$ cat config.mk
export PLATFORM = sky130hd
export DESIGN_NAME = sram_arbiter
export DESIGN_NICKNAME = d
export VERILOG_FILES = /design/src/rtl/sram_arbiter.sv
export SDC_FILE = /design/constraint.sdc
export NUM_CORES = 1
export LEC_CHECK = 0
export CORE_AREA = 10 10 206 208
export CTS_CLUSTER_SIZE = 28
export DETAILED_ROUTE_END_ITERATION = 16
export DIE_AREA = 0 0 216 218
export PLACE_DENSITY = 0.5
export SLEW_MARGIN = 5
export SYNTH_ARGS = -nofsm -noshare
export SYNTH_HDL_FRONTEND = slang
export SYNTH_SLANG_ARGS = --single-unit
export TNS_END_PERCENT = 1
$ cat constraint.sdc
create_clock -name clk -period 2.79 [get_ports clk]
set_input_delay 0.4185 -clock clk [delete_from_list [all_inputs] [get_ports clk]]
set_output_delay 0.4185 -clock clk [all_outputs]
set_load 0.01 [all_outputs]
$ cat src/rtl/sram_arbiter.sv
// Round-robin arbiter sharing one single-port synchronous SRAM between NUM_REQ
// requesters, with a built-in zero-fill clear engine and fixed 2-cycle read latency.
module sram_arbiter #(
  parameter int unsigned ADDR_WIDTH  = 15,
  parameter int unsigned DATA_WIDTH  = 64,
  parameter int unsigned NUM_REQ     = 4,
  parameter int unsigned CLEAR_DEPTH = 1 << ADDR_WIDTH
) (
  input  logic                             clk,
  input  logic                             rst_n,
  input  logic [NUM_REQ-1:0]               req_valid,
  output logic [NUM_REQ-1:0]               req_ready,
  input  logic [NUM_REQ-1:0]               req_we,
  input  logic [NUM_REQ*ADDR_WIDTH-1:0]    req_addr,
  input  logic [NUM_REQ*DATA_WIDTH-1:0]    req_wdata,
  output logic [NUM_REQ-1:0]               rsp_valid,
  output logic [DATA_WIDTH-1:0]            rsp_rdata,
  input  logic                             clear_start,
  output logic                             clear_busy,
  output logic                             clear_done,
  output logic                             mem_sram_CEN,
  output logic                             mem_sram_GWEN,
  output logic [ADDR_WIDTH-1:0]            mem_sram_A,
  output logic [DATA_WIDTH-1:0]            mem_sram_D,
  input  logic [DATA_WIDTH-1:0]            mem_sram_Q
);

  localparam int unsigned PTR_W = (NUM_REQ > 1) ? $clog2(NUM_REQ) : 1;
  localparam logic [ADDR_WIDTH:0] CLR_LAST = (ADDR_WIDTH+1)'(CLEAR_DEPTH - 1);

  typedef enum logic {
    IDLE,
    CLEAR
  } state_t;

  state_t                 state, state_nxt;
  logic [PTR_W-1:0]       rr_ptr;
  logic [PTR_W-1:0]       rr_nxt;
  logic [PTR_W-1:0]       grant_idx;
  logic [PTR_W-1:0]       cand;
  logic                   grant_any;
  logic                   hs;
  logic [ADDR_WIDTH:0]    clr_cnt;
  logic                   clr_last;
  logic [ADDR_WIDTH-1:0]  sel_addr;
  logic [DATA_WIDTH-1:0]  sel_data;
  logic                   sel_we;
  logic [NUM_REQ-1:0]     rd_tag;
  logic [NUM_REQ-1:0]     rsp_tag;

  // First valid requester scanning from rr_ptr upward, modulo NUM_REQ.
  always_comb begin
    grant_any = 1'b0;
    grant_idx = '0;
    cand      = '0;
    for (int unsigned off = 0; off < NUM_REQ; off++) begin
      cand = PTR_W'((32'(rr_ptr) + off) % NUM_REQ);
      if (!grant_any && req_valid[cand]) begin
        grant_any = 1'b1;
        grant_idx = cand;
      end
    end
  end

  assign rr_nxt   = (grant_idx == PTR_W'(NUM_REQ - 1)) ? '0 : grant_idx + 1'b1;
  assign sel_addr = req_addr[grant_idx*ADDR_WIDTH +: ADDR_WIDTH];
  assign sel_data = req_wdata[grant_idx*DATA_WIDTH +: DATA_WIDTH];
  assign sel_we   = req_we[grant_idx];
  assign clr_last = (clr_cnt == CLR_LAST);

  // State register
  always_ff @(posedge clk or negedge rst_n) begin
    if (!rst_n) begin
      state <= IDLE;
    end else begin
      state <= state_nxt;
    end
  end

  // Next-state logic
  always_comb begin
    state_nxt = state;
    unique case (state)
      IDLE:    if (clear_start) state_nxt = CLEAR;
      CLEAR:   if (clr_last)    state_nxt = IDLE;
      default: state_nxt = IDLE;
    endcase
  end

  // Output logic: clear_start pre-empts any grant in the same cycle.
  always_comb begin
    req_ready  = '0;
    hs         = 1'b0;
    clear_busy = (state == CLEAR);
    if (state == IDLE && !clear_start && grant_any) begin
      hs                   = 1'b1;
      req_ready[grant_idx] = 1'b1;
    end
  end

  // SRAM command registers, round-robin pointer and clear counter
  always_ff @(posedge clk or negedge rst_n) begin
    if (!rst_n) begin
      mem_sram_CEN  <= 1'b1;
      mem_sram_GWEN <= 1'b1;
      mem_sram_A    <= '0;
      mem_sram_D    <= '0;
      rr_ptr        <= '0;
      clr_cnt       <= '0;
      clear_done    <= 1'b0;
    end else begin
      mem_sram_CEN  <= 1'b1;
      mem_sram_GWEN <= 1'b1;
      clear_done    <= 1'b0;
      if (state == CLEAR) begin
        mem_sram_CEN  <= 1'b0;
        mem_sram_GWEN <= 1'b0;
        mem_sram_A    <= clr_cnt[ADDR_WIDTH-1:0];
        mem_sram_D    <= '0;
        if (clr_last) begin
          clr_cnt    <= '0;
          clear_done <= 1'b1;
        end else begin
          clr_cnt <= clr_cnt + 1'b1;
        end
      end else if (hs) begin
        mem_sram_CEN  <= 1'b0;
        mem_sram_GWEN <= ~sel_we;
        mem_sram_A    <= sel_addr;
        mem_sram_D    <= sel_data;
        rr_ptr        <= rr_nxt;
      end
    end
  end

  // Two-stage response tag: issue cycle, then SRAM output cycle.
  always_ff @(posedge clk or negedge rst_n) begin
    if (!rst_n) begin
      rd_tag  <= '0;
      rsp_tag <= '0;
    end else begin
      rd_tag  <= '0;
      rsp_tag <= rd_tag;
      if (hs && !sel_we) begin
        rd_tag[grant_idx] <= 1'b1;
      end
    end
  end

  assign rsp_valid = rsp_tag;
  assign rsp_rdata = mem_sram_Q;

endmodule

* After elaboration in Yosys (flattened, before gate mapping)
Cells that the tools add are included.
** Word-level totals
- Register bits after elaboration :: 109
- Output and inout port bits :: 155
- Logic and storage cells :: 80
- Bits of input ports :: 391
** Operators by class
- Add/subtract/negate cells :: 5
- Magnitude comparators :: 6
- Mux-type cells :: 38
- Bitwise operators :: 2
- Equal/unequal tests :: 2
- Shifts and indexed selects :: 2
- Multipliers :: 1
- Reduce and logical (&&, ||, !) cells :: 14
** Operator list (count)
- $shiftx 256x9->64 :: 1
- $mux 64 :: 2
- $shiftx 60x7->15 :: 1
- $mux 15 :: 2
- $mux 1 :: 19
- $add 16x1->16 const B :: 1
- $eq 16x15->1 const B :: 1
- $mux 16 :: 1
- $lt 2x3->1 const B :: 5
- $bmux 1 s2 :: 5
- $mux 2 :: 5
- $mux 4 :: 2
- $logic_and 1x1->1 :: 7
- $mul 2x4->6 const B :: 1
- $logic_not 1->1 :: 5
- $add 2x1->2 const B :: 2
- $add 2x2->2 const B :: 2
- $demux 1 s2 :: 1
- $eq 2x2->1 const B :: 1
- $ge 2x1->1 const B :: 1
- $not 1->1 :: 2
- $pmux 1 s2 :: 1
- $reduce_and 2->1 :: 1
- $reduce_bool 2->1 :: 1

* Logic depth before layout (Yosys ltp)
Gate-level depths: netlist of run 1.
- Word-level depth :: 17
- Depth in mapped cells :: 9
- Depth with buffers taken out :: 7

* Least setup slack after synthesis of run 1
No wires, ideal clock.
- Kind :: register to output
- Start :: register rr_ptr[1]
- End :: output port req_ready[2]
- Setup slack :: 0.668 ns
- Cell stages (with the launch flop) :: 9
- Data arrival time :: 1.704 ns
- Path buffers :: 3
- Required time :: 2.372 ns
- Path through :: dfrtp_1 mux2_1 o221a_2 buf_6 inv_4 buf_8 buf_6 ha_1 and2_1
** Between the ends
- Longest elaborated chain between the ends :: 17
- Elaborated cells between the ends (all ways) :: 32
- Those cells by class :: add/sub: 3; order compare: 2; mux: 19; reduce/logical: 8
** RTL lines
- start, declared :: line 37 : logic [PTR_W-1:0] rr_ptr;
- start signal, assigned :: line 131 : rr_ptr <= rr_nxt;
- branches (longest 16 deep; another with $lt 2x3->1)
- $mux 4 * :: line 95 : if (state == IDLE && !clear_start && grant_any) begin
- end, declared :: line 12 : output logic [NUM_REQ-1:0] req_ready,
Mark *: on every way between the ends. The select of a mux whose other input is x is not followed.

* Worst setup path in the final report of run 1
- Start :: input port req_valid[0]
- End :: output port req_ready[0]
** Between the ends
- Longest elaborated chain between the ends :: 17
- Elaborated cells between the ends (all ways) :: 29
- Those cells by class :: order compare: 2; mux: 19; reduce/logical: 8
** RTL lines
- start, declared :: line 11 : input logic [NUM_REQ-1:0] req_valid,
- $bmux 1 s2 :: line 58 : if (!grant_any && req_valid[cand]) begin
- $mux 1 (implied by the code) :: line 58
- $mux 1 :: line 58
- $logic_not 1->1 :: line 58
- $logic_and 1x1->1 :: line 58
- $mux 1 :: line 58
- $logic_not 1->1 :: line 58
- $logic_and 1x1->1 :: line 58
- $mux 1 :: line 58
- $logic_not 1->1 :: line 58
- $logic_and 1x1->1 :: line 58
- $mux 2 :: line 58
- $lt 2x3->1 (implied by the code) or $ge 2x1->1 (tied branches) :: line 97 : req_ready[grant_idx] = 1'b1;
- $logic_and 1x1->1 (implied by the code) :: line 97
- $mux 1 (implied by the code) :: line 97
- $demux 1 s2 :: line 97
- $mux 4 * :: line 95
Mark *: on every way between the ends. The rest lies on a longest branch, timed or not. The select of a mux whose other input is x is not followed.

==> reports/results.tsv, run 1 <==
metric	value	unit
fmax	375.6	MHz
initial antenna violation count	2	
CP arrival	2240	ps
clock-pin slew on the worst setup and hold paths	90	ps
Setup-failing EPs final	0	
Mapped Cells	861	
final cell count without fillers	1725	
Post-Place Cells	1706	
post-DR vias/cell	4.354	
Least-Margin Pin Slew	626.1	ps
Die Ht	218	µm
Req. time, crit path	2370	ps
largest net degree at the start of global routing	78	
top-count cell post-synth	nand2_1	
drt pass-1 iters	5	
Post-DP Area	11420	µm²
sequential power share	37.7	%
Setup WS post-layout	127.6	ps
worst clock skew	7.940	ps
Final min period	2662	ps
syn nets	1257	
static leakage power	5.382	nW
Total Wirelength	38140	µm
Hold Path Stages	0	
min-delay worst type	flop to flop	
Final HPWL DP	30710	µm
final std cell area, no fill	11750	µm²
first-pass GRT wire length	54450	µm
die area	47090	µm²
post-synth top area share	37.63	%
# DRC	0	
Post-Route Utilization	30.70	%
post-synth top area cell	dfrtp_1	
initial drt markers	431	
grt total ovfl	0	
core area	38290	µm²
Pwr per Cell Area	404.3	nW/µm²
Area contributors post-synth	dfrtp_1, nand2_1, a21oi_1, a211o_1, buf_4	
ys flop type	dfrtp_1	
Post-synth EDFFs	0	
Net Switching	1.524	mW
post-synthesis sequential area ratio	38.37	%
crit path kind	input pin to output port	
cts bufs inserted	9	
Slew HR	58.11	%
Post-Syn Area	7116	µm²
Clock power frac	30.7	%
vias in the first global route	7835	
critical path peak fanout	5	
Logic pwr share	31.6	%
Startpoint Class	input pin	
Setup crit end kind	output port	
most common library cells after synthesis	nand2_1, a21oi_1, dfrtp_1	
max-slew violations	0	
clk root buf	clkbuf_16	
ratio of cells with drive above 1 in the final layout	5.638	%
via count	7510	
Rows	72	
Routed WL per cell	22.11	µm
end of the worst hold path	rsp_valid[0]	
Fillers	4095	
H-tree depth	3	
I/O pin count	546	
distinct cell type count of the synthesized netlist	48	
net count reported at finish	1597	
Worst VDD drop	0.2547	mV
buffers added on ports	417	
Skew-Pair Late Insertion Delay	380	ps
Layout area overhead	65.17	%
GPL Wtd Cong	0.7941	
max-cap violation count	0	
total chip power	4.752	mW
R2R depth	8	
Yosys warnings	0	
outcome	complete, no violations	
number of synthesized register bits	109	
Int Pwr	3.228	mW
RR Startpoint	rr_ptr[1]	
Sw Ratio	32.07	%
period utilisation layout	95.43	%
initial core utilization	18.58	%
CTS tree	done	
clock sinks	109	
reg2reg end	mem_sram_D[32]	
GRT Overall Usage	15.46	%
Place WS	-129.3	ps
Synth async-reset ratio	100.0	%
die width	216	µm
antenna viol nets, final	0	
Worst R2R Setup Slack	470	ps
RSZ-0062 raised after global routing	no	
Fin. Hold Viols	0	
HP Start	rd_tag[0]	
Syn Area/Cell	8.264	µm²
clk buf depth	2	
-- how the worst max path moves through the flow --
stage	startpoint	end	slack, ps	depth (start not counted)
floorplan	rr_ptr[1]	req_ready[2]	670	8
global placement	req_valid[0]	req_ready[1]	-130	8
detailed placement	req_valid[1]	req_ready[0]	-130	8
CTS	req_valid[1]	req_ready[0]	70	8
global route	req_valid[0]	req_ready[0]	20	8
finish	req_valid[0]	req_ready[0]	130	8
-- metal layers --
layer / GRT usage (%) / share of wire (%) / up-vias
li1: - / - / 3575
met1: 16.20 / 36 / 3538
met2: 27.50 / 51 / 370
met3: 6.893 / 11 / 23
met4: 4.265 / 1.6 / 4
met5: 0.5198 / 0.13 / -
-- metrics by stage --
| stage | setup TNS (ps) | hold slack (ps) |
|---|---|---|
| after floorplan | 0 | 122.9 |
| after global placement | -378.9 | 335.3 |
| after detailed placement | -404.8 | 337.9 |
| after CTS | 0 | 357.2 |
| after global routing | 0 | 360.6 |
| final | 0 | 356.1 |
-- kinds of logic (layout without fill, tap and decap cells) --
| kind of cell | after synthesis | after routing | share of synthesized area (%) |
|---|---|---|---|
| AO/OA/AOI/OAI | 253 | 253 | 23.19 |
| XOR/XNOR | 13 | 13 | 1.600 |
| adder cells (fa/ha/maj) | 5 | 5 | 0.8792 |
| buffers and inverters | 127 | 472 | 12.91 |
| flip-flops | 109 | 109 | 38.37 |
| multiplexers | 31 | 31 | 4.378 |
| other | 0 | 1 | 0 |
| AND/OR/NAND/NOR | 323 | 323 | 18.67 |
-- critical path, stage by stage --
cell and delay (ps):
clkdlybuf4s50_1 460, and2_1 180, o211a_2 290, nor2_4 170, inv_1 90, ha_1 180, and2_1 150, dlygate4sd2_1 310
-- registers in the layout, indices dropped and copies added (netlist names) --
name and flops:
mem_sram_D 64, clr_cnt 16, mem_sram_A 15, rd_tag 4
rsp_valid 4, rr_ptr 2, clear_busy 1, clear_done 1
mem_sram_CEN 1, mem_sram_GWEN 1
-- layout make-up --
type,instances,area [µm²],share of cell area (%)
antenna,1,2.502,0.02129
clock buffer,10,239.0,2.033
clock inverter,6,75.07,0.6388
inverter,5,21.27,0.1810
multi-input combinational,625,3508,29.85
sequential,109,2731,23.24
tap,518,648.1,5.515
timing repair buffer,451,4527,38.52
-- what timing repair did --
item | in CTS | in global routing
resized for setup | 5 | 1
hold buffers | 1 | 0
pin swaps | 0 | 1
endpoints found under the hold margin | 22 | 0
buffers inserted | 0 | 1
setup endpoints to repair | 4 | 2
-- layout by cell type, fill, tap and decap left out, drive strengths merged, types with 10 or more instances in the layout --
master,count
a211o,64
a21o,13
a21oi,129
and2,10
buf,34
clkbuf,10
clkdlybuf4s50,411
dfrtp,107
mux2i,30
nand2,271
nor2,15
o21ai,17
o221ai,15
xnor2,10
-- power by group through the flow --
stage / registers (mW) / logic, mW / clock network, mW
2_1_floorplan: 1.81 / 0.843 / 0
3_3_place_gp: 1.81 / 1.51 / 0
3_5_place_dp: 1.82 / 1.51 / 0
4_1_cts: 1.79 / 1.52 / 1.53
5_1_grt: 1.81 / 1.65 / 1.59
6_report: 1.79 / 1.50 / 1.46
No activity file was read; power rests on OpenSTA's default activity.
==> inputs of run 2 (changes only) <==
--- a/config.mk
+++ b/config.mk
@@ -10,6 +10,7 @@
 export DETAILED_ROUTE_END_ITERATION = 16
 export DIE_AREA = 0 0 216 218
 export PLACE_DENSITY = 0.5
+export SETUP_SLACK_MARGIN = 0.3
 export SLEW_MARGIN = 5
 export SYNTH_ARGS = -nofsm -noshare
 export SYNTH_HDL_FRONTEND = slang
==> reports/results.tsv, run 2 (synthesis gave the netlist of run 1 again) <==
metric	value	unit	change
outcome	complete, no violations		
Layout area overhead	65.18	%	about the same
die area	47090	µm²	unchanged
Int Pwr	3.236	mW	+0.26%
net count reported at finish	1600		+0.19%
Setup-failing EPs final	0		unchanged
initial antenna violation count	2		unchanged
Routed WL per cell	22.11	µm	about the same
Setup crit end kind	output port		
final cell count without fillers	1728		+0.17%
Place WS	-129.3	ps	unchanged
GRT Overall Usage	15.52	%	+0.059 points
largest net degree at the start of global routing	78		unchanged
Fillers	4096		+0.024%
antenna viol nets, final	0		unchanged
die width	216	µm	unchanged
drt pass-1 iters	5		unchanged
Startpoint Class	flop		
static leakage power	5.381	nW	about the same
Post-Place Cells	1706		unchanged
Least-Margin Pin Slew	619.2	ps	-6.923 ps
critical path peak fanout	6		+1
I/O pin count	546		unchanged
crit path kind	flop to output port		
Die Ht	218	µm	unchanged
metal3 WL	4032	µm	-1.1%
max FFs per register	64		unchanged
# DRC	0		unchanged
initial core utilization	18.58	%	unchanged
via count	7506		-0.053%
Worst VDD drop	0.2548	mV	about the same
most common cell after layout, fill and taps aside	clkdlybuf4s50_1		
Slew HR	58.57	%	+0.46 points
Pwr per Cell Area	405.5	nW/µm²	+0.29%
worst clock skew	7.594	ps	-0.3456 ps
ratio of cells with drive above 1 in the final layout	6.203	%	+0.56 points
Setup WS post-layout	307.7	ps	+180.1 ps
final std cell area, no fill	11750	µm²	about the same
Logic pwr share	31.9	%	+0.3 points
Final min period	2482	ps	-180.1 ps
Net Switching	1.530	mW	+0.38%
fmax	402.9	MHz	+7.3%
vias in the first global route	7853		+0.23%
uppermost routed layer	met5		
commonest non-fill, non-tap cells in the layout	clkdlybuf4s50_1, nand2_1, a21oi_1, dfrtp_1, a211o_1		
clk buf depth	2		unchanged
Post-Route Utilization	30.70	%	about the same
clock sinks	109		unchanged
post-DR vias/cell	4.344		-0.23%
Req. time, crit path	2370	ps	about the same
Rows	72		unchanged
cts bufs inserted	9		unchanged
Post-DP Area	11420	µm²	unchanged
largest registers	mem_sram_D (64), clr_cnt (16), mem_sram_A (15)		
Fin. Hold Viols	0		unchanged
largest register by flop count	mem_sram_D		
Skew-Pair Late Insertion Delay	380	ps	about the same
sequential power share	37.6	%	about the same
CTS tree	done		
RSZ-0062 raised after global routing	yes		
CP arrival	2060	ps	-180 ps
min-delay worst type	flop to flop		
initial drt markers	450		+4.4%
first-pass GRT wire length	54630	µm	+0.33%
setup TNS	0	ps	unchanged
max-cap violation count	0		unchanged
Total Wirelength	38210	µm	+0.19%
WL met2	19590	µm	+0.13%
period utilisation layout	88.97	%	-6.5 points
Sw Ratio	32.09	%	about the same
clock-pin slew on the worst setup and hold paths	80	ps	about the same
Clock power frac	30.6	%	about the same
H-tree depth	3		unchanged
grt total ovfl	0		unchanged
Final HPWL DP	30710	µm	unchanged
max-slew violations	0		unchanged
GPL Wtd Cong	0.7941		unchanged
M1 WL	13910	µm	+0.61%
core area	38290	µm²	unchanged
clk root buf	clkbuf_16		
buffers added on ports	417		unchanged
## run 2: final cells by class
cell class	count	area (µm²)	share of cell area [%]
antenna	1	2.502	0.02129
clock inverter	6	75.07	0.6387
sequential	109	2731	23.24
multi-input combinational	625	3508	29.85
clock buffer	10	239.0	2.033
tap	518	648.1	5.514
timing repair buffer	454	4528	38.52
inverter	5	21.27	0.1810
## run 2: per-stage QoR
step / hold slack (ps) / total power [mW]
after global placement: 335.3 / 3.324
after detailed placement: 337.9 / 3.331
final: 355.7 / 4.766
after CTS: 357.2 / 4.859
after global routing: 360.6 / 5.069
after floorplan: 122.9 / 2.653
## run 2: power groups by stage
| stage | sequential, mW | clock [mW] | combinational [mW] |
|---|---|---|---|
| 5_1_grt | 1.81 | 1.59 | 1.67 |
| 6_report | 1.79 | 1.46 | 1.52 |
| 4_1_cts | 1.79 | 1.53 | 1.54 |
| 2_1_floorplan | 1.81 | 0 | 0.843 |
| 3_3_place_gp | 1.81 | 0 | 1.51 |
| 3_5_place_dp | 1.82 | 0 | 1.51 |
## run 2: path summary, 6_finish.rpt
kind | startpoint | to | slack, ps | cells past startpoint
max reg2reg | rr_ptr[1] | mem_sram_D[32] | 490 | 8
max in group asynchronous | rst_n | mem_sram_GWEN | 1610 | 3
min reg2reg | rd_tag[0] | rsp_valid[0] | 360 | 0
max | rr_ptr[1] | req_ready[0] | 310 | 7
min in group asynchronous | rst_n | mem_sram_D[60] | 490 | 2
min | rd_tag[0] | rsp_valid[0] | 360 | 0
## run 2: worst max-delay path, stage by stage, from the launching register on
cell     delay [ps]
dfrtp_2         450
and2_1          180
o211a_2         290
nor2_4          190
inv_1            80
ha_1            180
and2_1          150
buf_2           150
## run 2: what timing repair did
| item | in CTS | in global routing |
|---|---|---|
| hold buffers | 1 | 0 |
| pin swaps | 2 | 1 |
| endpoints found under the setup margin | 4 | 4 |
| gates cloned | 0 | 0 |
| gates resized for setup | 18 | 2 |
| hold endpoints to repair | 22 | 0 |
| setup buffers | 4 | 0 |
## run 2: metal layers
metal / vias up / track usage, %
met2: 363 / 27.55
met3: 25 / 6.893
met4: 4 / 4.265
met1: 3531 / 16.33
li1: 3583 / -
met5: - / 0.5198
==> inputs of run 3 (changes only) <==
--- a/config.mk
+++ b/config.mk
@@ -9,6 +9,7 @@
 export CTS_CLUSTER_SIZE = 28
 export DETAILED_ROUTE_END_ITERATION = 16
 export DIE_AREA = 0 0 216 218
+export GPL_ROUTABILITY_DRIVEN = 0
 export PLACE_DENSITY = 0.5
 export SETUP_SLACK_MARGIN = 0.3
 export SLEW_MARGIN = 5
==> results of run 3 <==
Same layout as run 2: the final DEF is identical, and so are final timing and power.
